--- src/rtl/mod47_pkg.sv ---
// Shared constants, types and helpers for the mod-47 residue arithmetic blocks.
package mod47_pkg;

    localparam int unsigned RES_W  = 6;
    localparam int unsigned MOD    = 47;
    localparam int unsigned CMUL_K = 77;

    typedef logic [RES_W-1:0] res_t;

    function automatic logic in_range(res_t x);
        return x < res_t'(MOD);
    endfunction

endpackage

--- src/rtl/mod47_cmul77.sv ---
// Combinational constant multiplier: z = (x * 77) mod 47 on 6-bit residues.
module mod47_cmul77
    import mod47_pkg::*;
(
    input  res_t x,
    output res_t z
);

    // 77 mod 47 = 30, so the product never exceeds 63*30 and fits in 12 bits.
    localparam logic [11:0] KRED = 12'(CMUL_K % MOD);

    logic [11:0] prod;

    assign prod = 12'(x) * KRED;
    assign z    = res_t'(prod % 12'(MOD));

endmodule

--- src/rtl/mod47_cmul_arb.sv ---
// Round-robin arbiter sharing one mod-47 constant multiplier among N_REQ requesters,
// with a one-deep tagged output register and a saturating range-error counter.
module mod47_cmul_arb
    import mod47_pkg::*;
#(
    parameter int unsigned N_REQ     = 4,
    parameter int unsigned ID_W      = $clog2(N_REQ),
    parameter int unsigned ERR_CNT_W = 8
) (
    input  logic                   clk,
    input  logic                   rst_n,
    input  logic [N_REQ-1:0]       req_valid,
    output logic [N_REQ-1:0]       req_ready,
    input  logic [RES_W*N_REQ-1:0] req_data,
    output logic                   out_valid,
    input  logic                   out_ready,
    output logic [RES_W-1:0]       out_data,
    output logic [ID_W-1:0]        out_id,
    output logic                   out_err,
    output logic [ERR_CNT_W-1:0]   err_cnt
);

    logic [ID_W-1:0]      rr_ptr_q, rr_ptr_d;
    logic                 out_valid_q, out_valid_d;
    res_t                 out_data_q, out_data_d;
    logic [ID_W-1:0]      out_id_q, out_id_d;
    logic                 out_err_q, out_err_d;
    logic [ERR_CNT_W-1:0] err_cnt_q, err_cnt_d;

    logic            load_en;
    logic            grant_any;
    logic [ID_W-1:0] grant_idx;
    logic            transfer;
    res_t            sel_x;
    res_t            mul_z;
    logic            x_ok;

    assign load_en = !out_valid_q || out_ready;

    // Cyclic search for the first valid requester at or above rr_ptr.
    always_comb begin
        grant_any = 1'b0;
        grant_idx = '0;
        for (int unsigned k = 0; k < N_REQ; k++) begin
            automatic int unsigned idx = (32'(rr_ptr_q) + k) % N_REQ;
            if (!grant_any && req_valid[idx]) begin
                grant_any = 1'b1;
                grant_idx = ID_W'(idx);
            end
        end
    end

    // Gated by rst_n so no requester is ever accepted while reset is held.
    always_comb begin
        req_ready = '0;
        if (rst_n && load_en && grant_any) begin
            req_ready[grant_idx] = 1'b1;
        end
    end

    assign transfer = load_en && grant_any;
    assign sel_x    = req_data[32'(grant_idx)*RES_W +: RES_W];
    assign x_ok     = in_range(sel_x);

    mod47_cmul77 u_cmul (
        .x (sel_x),
        .z (mul_z)
    );

    always_comb begin
        rr_ptr_d    = rr_ptr_q;
        out_valid_d = out_valid_q;
        out_data_d  = out_data_q;
        out_id_d    = out_id_q;
        out_err_d   = out_err_q;
        err_cnt_d   = err_cnt_q;
        if (transfer) begin
            out_valid_d = 1'b1;
            out_data_d  = x_ok ? mul_z : '0;
            out_id_d    = grant_idx;
            out_err_d   = !x_ok;
            rr_ptr_d    = (32'(grant_idx) == N_REQ - 1) ? '0 : grant_idx + 1'b1;
            if (!x_ok && (err_cnt_q != '1)) begin
                err_cnt_d = err_cnt_q + 1'b1;
            end
        end else if (out_ready) begin
            out_valid_d = 1'b0;
        end
    end

    always_ff @(posedge clk or negedge rst_n) begin
        if (!rst_n) begin
            rr_ptr_q    <= '0;
            out_valid_q <= 1'b0;
            out_data_q  <= '0;
            out_id_q    <= '0;
            out_err_q   <= 1'b0;
            err_cnt_q   <= '0;
        end else begin
            rr_ptr_q    <= rr_ptr_d;
            out_valid_q <= out_valid_d;
            out_data_q  <= out_data_d;
            out_id_q    <= out_id_d;
            out_err_q   <= out_err_d;
            err_cnt_q   <= err_cnt_d;
        end
    end

    assign out_valid = out_valid_q;
    assign out_data  = out_data_q;
    assign out_id    = out_id_q;
    assign out_err   = out_err_q;
    assign err_cnt   = err_cnt_q;

endmodule

--- config.mk ---
export PLATFORM = sky130hd
export DESIGN_NAME = mod47_cmul_arb
export DESIGN_NICKNAME = d
export VERILOG_FILES = /design/src/rtl/mod47_pkg.sv /design/src/rtl/mod47_cmul77.sv /design/src/rtl/mod47_cmul_arb.sv
export SDC_FILE = /design/constraint.sdc
export NUM_CORES = 1
export LEC_CHECK = 0
export BUFFER_PORTS_ARGS = -buffer_cell sky130_fd_sc_hd__buf_2
export CORE_ASPECT_RATIO = 0.6
export CORE_UTILIZATION = 45
export DETAILED_ROUTE_END_ITERATION = 10
export GPL_ROUTABILITY_DRIVEN = 1
export PLACE_DENSITY_LB_ADDON = 0.12
export REMOVE_ABC_BUFFERS = 1
export SKIP_LAST_GASP = 1
export SYNTH_ARGS = -nofsm -noshare
export SYNTH_HDL_FRONTEND = slang
export SYNTH_HIERARCHICAL = 1
export SYNTH_SLANG_ARGS = --single-unit
--- constraint.sdc ---
create_clock -name clk -period 13.4 [get_ports clk]
set_input_delay 4.02 -clock clk [delete_from_list [all_inputs] [get_ports clk]]
set_output_delay 4.02 -clock clk [all_outputs]
set_load 0.005 [all_outputs]
==> summary.txt <==
Status
  – Status: complete, no violations

STA
  – Post-Route Setup TNS: 0 ps
  – Unrepaired setup endpoints after global routing: false
  – Least-Margin Pin Slew: between 600 and 700 ps
  – F_max: 80.7 MHz
  – WHS: 472 ps
  – Slew HR: 0.544
  – Final clock skew: 3.23 ps
  – Count of pins over their slew limit: 0
  – Hold Vio Cnt, Final: 0
  – Period utilization: 0.925
  – Crit path time final: ~12000 ps
  – Setup violations, final: 0

Global routing
  – Total congestion overflow: 0
  – Number of global-route vias before repair: about 2800
  – GR Util All Layers: 0.230
  – Antenna violations before repair: 0
  – Global-route wire length before repair: about 14 mm
  – Largest net degree at the start of global routing: 25

Critical path
  – CP Max Fanout: 17
  – Critical path arrival: 12530 ps
  – CP max-delay cell: fa_1
  – CP delay by family, top: compound AO/OA/AOI/OAI gates
  – Critical path required time: 13530 ps
  – WP buf/inv: 6
  – Worst setup SP type: input port
  – CP Class: in2reg
  – Setup crit end kind: flop
  – Slowest stage delay, CP: 500 ps

Yosys
  – Top FF cell, synth: dfrtp_1
  – Yosys Warn Count: 6
  – Share of the synthesized area in the top cell type: 0.151
  – Seq cells post-synth: 20
  – Mapped Cells: 394
  – Synth async-reset ratio: 1.00
  – Largest area contributor in the netlist: dfrtp_1
  – Cell area after synthesis: 3310 um2
  – Average instance area after synthesis: 8.41 um2
  – Synth cell types: 84
  – Post-synth EDFFs: 0
  – Sequential cell area fraction in the yosys report: 0.151
  – Largest cells by area after synthesis: dfrtp_1 15%, ha_1 9.1%, fa_1 4.8%, mux2i_1 4.5%, nand2_1 3.9%

Final layout
  – Diode count: 0
  – Synthesis-to-layout area growth: 13.3%
  – Final nets: approximately 500
  – Most common cell after layout, fill and taps aside: buf_2
  – Layout cells sized above 1: 0.237
  – Highest-count cells in the layout ignoring fill and taps: 52 x buf_2, 34 x nand2_1, 32 x inv_1, 25 x nor2_1, 24 x ha_1

Clock network
  – CTS Root Cell: clkbuf_16
  – CTS max path bufs: 2
  – Post-CTS Setup Bufs: 0
  – Post-CTS sizing: 0
  – Clk Latency, worst-skew pair: between 200 and 300 ps
  – CTS Sinks: 20
  – H-tree level count: 1
  – Total CTS buffers: 3
  – CTS clk-pin slew, worst paths: 60 ps
  – CTS tree: done
  – Cts hold-fix bufs: 0

Die
  – Die Height: a little under 70 um
  – Initial Util: 0.482
  – Die X: 113 um
  – Die area: 7720 um2
  – Core Area: around 6900 um2
  – Top Ports: 53
  – Row count: 23

Routing
  – Total wire length: about 8.6 mm
  – Drt first pass iters: 8
  – Iter 0 DRT Violations: around 240
  – Routed length per placed instance: 16.3 um
  – Routed Antenna Nets: 0
  – DRC: 0
  – Routed vias: 3191
  – DR vias/cell: 6.02

Place
  – Post-DP HPWL: 7.07 mm
  – Buffers on Ports: 52
  – RD Place Congestion: 0.945

Flow run
  – Count of maximum capacitance violations: 0

Min path
  – Worst Hold Class: reg2reg
[kinds of logic after synthesis]
kind of cell / Yosys count / share of synthesized area
and+or+nand+nor: 137 / 0.224
buffers and inverters: 44 / 0.0563
AOI/OAI and AO/OA: 117 / 0.295
adders and majority gates: 32 / 0.139
muxes: 27 / 0.0872
DFF: 20 / 0.151
xor gates and xnor gates: 17 / 0.0472
[through the flow]
stage | cells | setup WS [ps] | cell area [um2] | utilization
3_3_place_gp | 526 | 971 | 3650 | 0.531
3_5_place_dp | 526 | 821 | 3650 | 0.531
4_1_cts | 530 | 1070 | 3750 | 0.546
6_report | 530 | 1000 | 3750 | 0.546
2_1_floorplan | 383 | 1040 | 3250 | -
5_1_grt | 530 | 243 | 3750 | 0.546
[layout make-up]
type	instances	area, um2
clock buffer	3	75.1
tap	87	109
sequential	20	500
clock inverter	1	30.0
multi-input combinational	330	2630
inverter	33	124
timing repair buffer	56	290
fill	618	3120
[cell usage after synthesis, types with 3 or more instances]
library cell	n
o22ai_1	3
mux2i_1	15
o2111a_1	4
or3_1	5
fa_1	8
nor2b_1	4
ha_1	24
buf_2	5
nand4_1	4
nor3_1	10
a31o_2	3
nor4_1	4
inv_1	32
nand3_1	9
a211oi_1	3
o211ai_1	7
nor2_1	25
or2_2	7
a21o_1	7
xor2_1	9
mux2_2	9
a21oi_1	15
nand2_1	34
o21ai_0	23
a31oi_1	7
nand2b_1	6
dfrtp_1	20
xnor2_1	7
clkbuf_1	4
and3_1	8
nor3b_2	3
[registers in the layout (all words and copies together), names as in the netlist]
signal / count
out_data: 6
out_valid: 1
err_cnt: 8
rr_ptr_q: 2
out_id: 2
out_err: 1
[layer usage]
| layer | routed length (um) | part of all wire | track usage |
|---|---|---|---|
| met1 | 4410 | 0.51 | 0.348 |
| met2 | 3520 | 0.41 | 0.334 |
| met3 | 696 | 0.081 | 0.0638 |
| met4 | 0 | 0 | 0.00667 |
| met5 | 0 | 0 | 0 |
[worst min-delay path, delay by kind of cell (launching register included)]
family	cells	cell delay [ps]
AND/OR/NAND/NOR	1	40
flip-flops	1	340
AO/OA/AOI/OAI	1	60
[final timing paths]
path,slack [ps],to,start,depth (start not counted)
worst min register to register,470,out_data[4]$_DFFE_PN0P_,out_data[4]$_DFFE_PN0P_,2
min in group asynchronous,3730,out_err$_DFFE_PN0P_,rst_n,1
worst max register to register,4400,out_data[5]$_DFFE_PN0P_,rr_ptr_q[1]$_DFFE_PN0P_,35
worst max-delay path,1000,out_data[5]$_DFFE_PN0P_,req_valid[2],36
max in group asynchronous,9320,err_cnt[6]$_DFFE_PN0P_,rst_n,1
worst min-delay path,470,out_data[4]$_DFFE_PN0P_,out_data[4]$_DFFE_PN0P_,2
Power is left out: the tool's default activity adds up to more than one toggle a clock period on the data nets, which glitch-free logic cannot reach.
